==> src/rtl/lockout_controller.sv <==
// Brute-force lockout gate between the key filter and the lock FSM.
// Repeated wrong entries block keys for a countdown that doubles per consecutive lockout.
module lockout_controller #(
    parameter int MAX_ATTEMPTS  = 3,
    parameter int TICK_CYCLES   = 50000000,
    parameter int LOCKOUT_TICKS = 30
) (
    input  logic       clock,
    input  logic       reset,
    input  logic [3:0] key_in,
    input  logic       fail_pulse,
    input  logic       success_pulse,
    output logic [3:0] key_out,
    output logic       lockout_active,
    output logic [3:0] attempts_left,
    output logic [7:0] countdown,
    output logic       lockout_done
);

    // A one-cycle tick period still needs a 1-bit counter to exist.
    localparam int TW = (TICK_CYCLES > 1) ? $clog2(TICK_CYCLES) : 1;

    localparam logic [3:0]    MAX_A     = 4'(MAX_ATTEMPTS);
    localparam logic [7:0]    BASE      = 8'(LOCKOUT_TICKS);
    localparam logic [TW-1:0] TICK_LAST = TW'(TICK_CYCLES - 1);

    typedef enum logic {
        ARMED,
        LOCKOUT
    } state_t;

    state_t        r_state;
    logic [3:0]    r_failCount;
    logic [1:0]    r_level;
    logic [TW-1:0] r_tickCnt;
    logic [3:0]    r_keyOut;
    logic          r_lockoutActive;
    logic [3:0]    r_attemptsLeft;
    logic [7:0]    r_countdown;
    logic          r_lockoutDone;

    always_ff @(posedge clock or negedge reset) begin
        if (!reset) begin
            r_state         <= ARMED;
            r_failCount     <= '0;
            r_level         <= '0;
            r_tickCnt       <= '0;
            r_keyOut        <= '0;
            r_lockoutActive <= 1'b0;
            r_attemptsLeft  <= MAX_A;
            r_countdown     <= '0;
            r_lockoutDone   <= 1'b0;
        end else begin
            r_lockoutDone <= 1'b0;
            case (r_state)
                ARMED: begin
                    r_keyOut <= key_in;
                    // Success has priority so a simultaneous fail can never lock the user out.
                    if (success_pulse) begin
                        r_failCount    <= '0;
                        r_level        <= '0;
                        r_attemptsLeft <= MAX_A;
                    end else if (fail_pulse) begin
                        if (r_failCount == MAX_A - 4'd1) begin
                            r_state         <= LOCKOUT;
                            r_failCount     <= '0;
                            r_countdown     <= BASE << r_level;
                            r_tickCnt       <= '0;
                            r_keyOut        <= '0;
                            r_lockoutActive <= 1'b1;
                            r_attemptsLeft  <= '0;
                        end else begin
                            r_failCount    <= r_failCount + 4'd1;
                            r_attemptsLeft <= MAX_A - r_failCount - 4'd1;
                        end
                    end
                end

                LOCKOUT: begin
                    r_keyOut <= '0;
                    if (r_tickCnt == TICK_LAST) begin
                        r_tickCnt   <= '0;
                        r_countdown <= r_countdown - 8'd1;
                        if (r_countdown == 8'd1) begin
                            r_state         <= ARMED;
                            r_lockoutActive <= 1'b0;
                            r_lockoutDone   <= 1'b1;
                            r_attemptsLeft  <= MAX_A;
                            if (r_level != 2'd3) begin
                                r_level <= r_level + 2'd1;
                            end
                        end
                    end else begin
                        r_tickCnt <= r_tickCnt + 1'b1;
                    end
                end

                default: begin
                    r_state <= ARMED;
                end
            endcase
        end
    end

    assign key_out        = r_keyOut;
    assign lockout_active = r_lockoutActive;
    assign attempts_left  = r_attemptsLeft;
    assign countdown      = r_countdown;
    assign lockout_done   = r_lockoutDone;

endmodule

==> config.mk <==
export PLATFORM = sky130hd
export DESIGN_NAME = lockout_controller
export DESIGN_NICKNAME = d
export VERILOG_FILES = /design/src/rtl/lockout_controller.sv
export SDC_FILE = /design/constraint.sdc
export NUM_CORES = 1
export LEC_CHECK = 0
export BUFFER_PORTS_ARGS = -buffer_cell sky130_fd_sc_hd__buf_2
export CORE_UTILIZATION = 45
export DETAILED_ROUTE_END_ITERATION = 10
export HOLD_SLACK_MARGIN = 0.12
export PLACE_DENSITY = 0.66
export SLEW_MARGIN = 20
export SYNTH_ARGS = -nofsm -noshare
export SYNTH_HDL_FRONTEND = slang
export SYNTH_SLANG_ARGS = --single-unit
==> constraint.sdc <==
create_clock -name clock -period 2.65 [get_ports clock]
set_input_delay 0.795 -clock clock [delete_from_list [all_inputs] [get_ports clock]]
set_output_delay 0.795 -clock clock [all_outputs]
set_load 0.05 [all_outputs]
Yosys cells after proc, flatten, opt, wreduce, memory -nomap -nowiden --
Index checks and enable logic that the tools add are counted.
Word-level totals: memories kept 0, bits in registers 51, word-level logic and storage cells 79, output and inout bits 18, bits in latches 0, ROM bits 0, RAM bits 0
Cells by class: reduce and logical (&&, ||, !) cells 7, magnitude comparators 0, $mul 0, divide/modulo/power cells 0, $add $sub $neg 6, bitwise logic cells 1, equality and inequality tests 12, multiplexer cells 43, shift-type cells 1
Operator list (count):
- 26-bit two-way mux | 4
- 26-bit case mux with 2 select lines | 1
- 4-bit two-way mux | 11
- 8-bit two-way mux | 4
- 26-bit by 1-bit adder with 26-bit output, second input constant | 1
- 26-bit == test, second input constant | 1
- 4-bit case mux with 2 select lines | 2
- 8-bit case mux with 2 select lines | 1
- 1-bit two-way mux | 13
- 2-bit != test, second input constant | 5
- 8-bit by 1-bit == test with 1-bit output, second input constant | 1
- 2-bit two-way mux | 4
- 4-bit AND reduction | 2
- 5-bit by 2-bit left shift with 8-bit output, first input constant | 1
- 8-bit by 1-bit subtractor with 8-bit output, second input constant | 1
- 2-bit by 1-bit != test with 1-bit output, second input constant | 3
- 3-bit AND reduction | 2
- 5-bit AND reduction | 1
- 4-bit by 1-bit adder with 4-bit output, second input constant | 1
- 4-bit by 2-bit == test with 1-bit output, second input constant | 1
- 1-bit case mux with 2 select lines | 2
- 2-bit case mux with 2 select lines | 1
- 2-bit by 4-bit subtractor with 4-bit output, first input constant | 1
- 4-bit by 1-bit subtractor with 4-bit output, second input constant | 1
- 5 further kinds | 5

Logic depth before layout (Yosys ltp) --
depth after elaboration 6, gate-level depth with buffers 8, depth with buffers taken out 7

Worst setup path before layout --
OpenSTA, ideal clock, no wires.
path kind reg2reg, from register r_countdown[4], in the netlist countdown[4], to register r_attemptsLeft[2], in the netlist attempts_left[2], path buffers 0, arrival 2.148 ns, library setup time 0.125 ns, cell stages (with the launch flop) 6, clock period less this slack 2.273 ns, path slack 0.377 ns, cell sequence dfrtp_1 > or4_1 > nor4b_1 > nand4_1 > nand2_1 > mux2_2
On the way: longest elaborated chain between the ends 3
RTL lines:
- start, declared | line 39 | logic [7:0] r_countdown;
- start signal, assigned | line 67 | r_countdown <= BASE << r_level;
- start signal, assigned | line 83 | r_countdown <= r_countdown - 8'd1;
- 8-bit by 1-bit == test with 1-bit output | line 84 | if (r_countdown == 8'd1) begin
- 2-bit by 1-bit != test with 1-bit output (no source line)
- 3-bit AND reduction (no source line)
- end signal, assigned | line 74 | r_attemptsLeft <= MAX_A - r_failCount - 4'd1;
- end, declared | line 38 | logic [3:0] r_attemptsLeft;
Every way passes these cells. A chain may end at the register's enable or synchronous reset.

Worst setup path after layout --
Same ends and word-level chain as after synthesis.

==> impl_metrics.env <==
export IMPL_critPathKind="reg2reg"
export IMPL_ys_types=55
export IMPL_grt_usage=0.200
export IMPL_cts_buffers=5
export IMPL_viasPerCell=5.91
export IMPL_worst_pin_slew_ns=0.486
export IMPL_ys_async_sr_fraction=1.00
export IMPL_final_fill_count=608
export IMPL_post_cts_buffers=0
export IMPL_rsz0062_at_grt="false"
export IMPL_clk_pin_slew_ns=0.10
export IMPL_clk_path_buf_depth=2
export IMPL_fmax_mhz=428
export IMPL_crit_path_end_kind="flop"
export IMPL_first_pass_iters=4
export IMPL_hpwl_um=4820
export IMPL_skew_ns=0.00792
export IMPL_dpl_cell_area_um2=3210
export IMPL_core_area_um2=6390
export IMPL_avgSynthCellArea_um2=8.92
export IMPL_design_die_area_um2=6950
export IMPL_postRouteAntennaNets=0
export IMPL_relSlewSlack=0.674
export IMPL_syn_nets=351
export IMPL_wl_um=6720
export IMPL_cts_sinks=51
export IMPL_timing_final_crit_share=0.882
export IMPL_ys_seq_area_frac=0.429
export IMPL_clk_latency_ns=0.31
export IMPL_grt_pass1_wl_um=11300
export IMPL_postCtsResizedCells=0
export IMPL_worstPathArrival_ns=2.54
export IMPL_rows=29
export IMPL_grt_pass1_vias=2382
export IMPL_final_common_cell="dfrtp_1"
export IMPL_drive_gt1_frac=0.174
export IMPL_finalInstanceArea_um2=3320
export IMPL_io_pins=26
export IMPL_initial_core_util=0.467
export IMPL_grt_max_degree=41
export IMPL_diodes=0
export IMPL_tritoncts="done"
export IMPL_clockRootBuffer="clkbuf_8"
export IMPL_drcViolationCount=0
export IMPL_antenna_found_initial=0
export IMPL_netlist_area_um2=2980
export IMPL_min_path_type="in2async"
export IMPL_report_final_slew_viol_count=0
export IMPL_die_w_um=83.4
export IMPL_nNetsFinal=379
export IMPL_cap_violations=0
export IMPL_gp_congestion=0.957
export IMPL_grt_overflow_total=0
export IMPL_finalSetupViolations=0
export IMPL_synth_ff_type="dfrtp_1"
export IMPL_port_buffers=25
export IMPL_vdd_ir_drop_max_uv=478
export IMPL_cp_start_kind="flop"
export IMPL_crit_fanout=6
export IMPL_vias=2599
export IMPL_drt_initial_drc_count=244
export IMPL_status="complete, no violations"
export IMPL_worst_ep_required_time_ns=2.85
export IMPL_powerDensity_nw_per_um2=901
export IMPL_hold_viol_final=0
export IMPL_syn2layout_area_growth_pct=11.4
export IMPL_fp_dieH_um=83.4
export IMPL_final_cell_mix="dfrtp_1 (49), nand2_1 (42), buf_2 (25)"
export IMPL_ys_warn_count=0
export IMPL_htree_levels=2
export IMPL_p_leak_nw=1.49
export IMPL_fin_tns_setup_ns=0
export IMPL_synth_seq_cells=51
export IMPL_fin_crit_ns=2.34
export IMPL_synth_edf_count=0
export IMPL_cts_hold_buf=0
export IMPL_wl_per_cell_um=15.3
export IMPL_netlist_instances=334
-- metal layers --
layer	vias up	GRT usage	wire, µm
met5	-	0	0
met4	0	0.0517	75
met3	7	0.0378	291
met2	63	0.314	3080
met1	1246	0.284	3270
li1	1283	-	-
-- synthesized netlist by cell type (6+ instances only) --
master	count	share of area
a21oi_1	16	0.027
o21ai_0	16	0.027
nor3_1	12	0.020
nor2_1	22	0.028
nand3_1	20	0.034
inv_1	14	0.018
a31oi_1	19	0.040
nand2_1	42	0.053
dfrtp_1	49	0.41
and4_1	6	0.018
nand4_1	8	0.017
o21ai_1	11	0.018
and3_1	11	0.023
ha_1	9	0.038
clkbuf_1	12	0.015
-- sequential cells by signal (all words and copies together), names as in the netlist --
name	count
r_state	1
r_tickCnt	26
key_out	4
lockout_active	1
attempts_left	4
countdown	8
r_level	2
lockout_done	1
r_failCount	4
-- path summary, 6_finish.rpt --
path | start | endpoint | slack, ns | cells past startpoint
max reg2reg | countdown[4] | attempts_left[2] | 0.31 | 5
max in group asynchronous | reset | r_tickCnt[9] | 1.63 | 2
min reg2reg | lockout_active | lockout_active | 0.50 | 2
min | reset | r_failCount[2] | 0.40 | 1
max | countdown[4] | attempts_left[2] | 0.31 | 5
min in group clock | lockout_active | lockout_active | 0.50 | 2
-- stage by stage --
stage	util	std cells	hold slack (ns)	worst slack [ns]	power (mW)
6_report	0.520	440	0.398	0.313	2.99
5_1_grt	0.520	440	0.418	0.175	3.19
4_1_cts	0.520	440	0.402	0.317	3.00
3_5_place_dp	0.502	432	0.491	0.336	2.44
3_3_place_gp	0.502	432	0.479	0.437	2.41
2_1_floorplan	-	334	0.466	0.377	2.15
-- cells by family (layout without fill, tap and decap cells) --
family / after synthesis / in the layout / synth area share
xor+xnor: 6 / 6 / 0.0176
buf+inv: 30 / 59 / 0.0458
compound gates: 83 / 83 / 0.171
fa+ha+maj: 9 / 9 / 0.0378
simple gates: 149 / 149 / 0.277
flops: 51 / 51 / 0.429
mux: 6 / 6 / 0.0214
-- cell type report --
type | instances | area (µm²) | area share
flip-flops and latches | 51 | 1280 | 0.385
well taps | 77 | 96.3 | 0.0290
clock buffers | 5 | 68.8 | 0.0207
inverters | 14 | 52.6 | 0.0158
repair buffers | 37 | 215 | 0.0648
multi-input cells | 253 | 1570 | 0.471
clock inverters | 3 | 43.8 | 0.0132
-- worst max-delay path, stage by stage (launching register included) --
cell and delay (ns):
dfrtp_1 0.44, or4_1 0.59, nor4b_1 0.34, nand4_1 0.28
nand2_1 0.21, mux2_2 0.36
-- power by group --
part           leakage [nW]  internal [mW]  switching [mW]  total [mW]
registers             0.669          0.990           0.279        1.27
clock network        0.0581          0.282           0.272       0.554
logic                 0.763          0.408           0.761        1.17
total                  1.49           1.68            1.31        2.99
(Power assumes the default switching activity.)
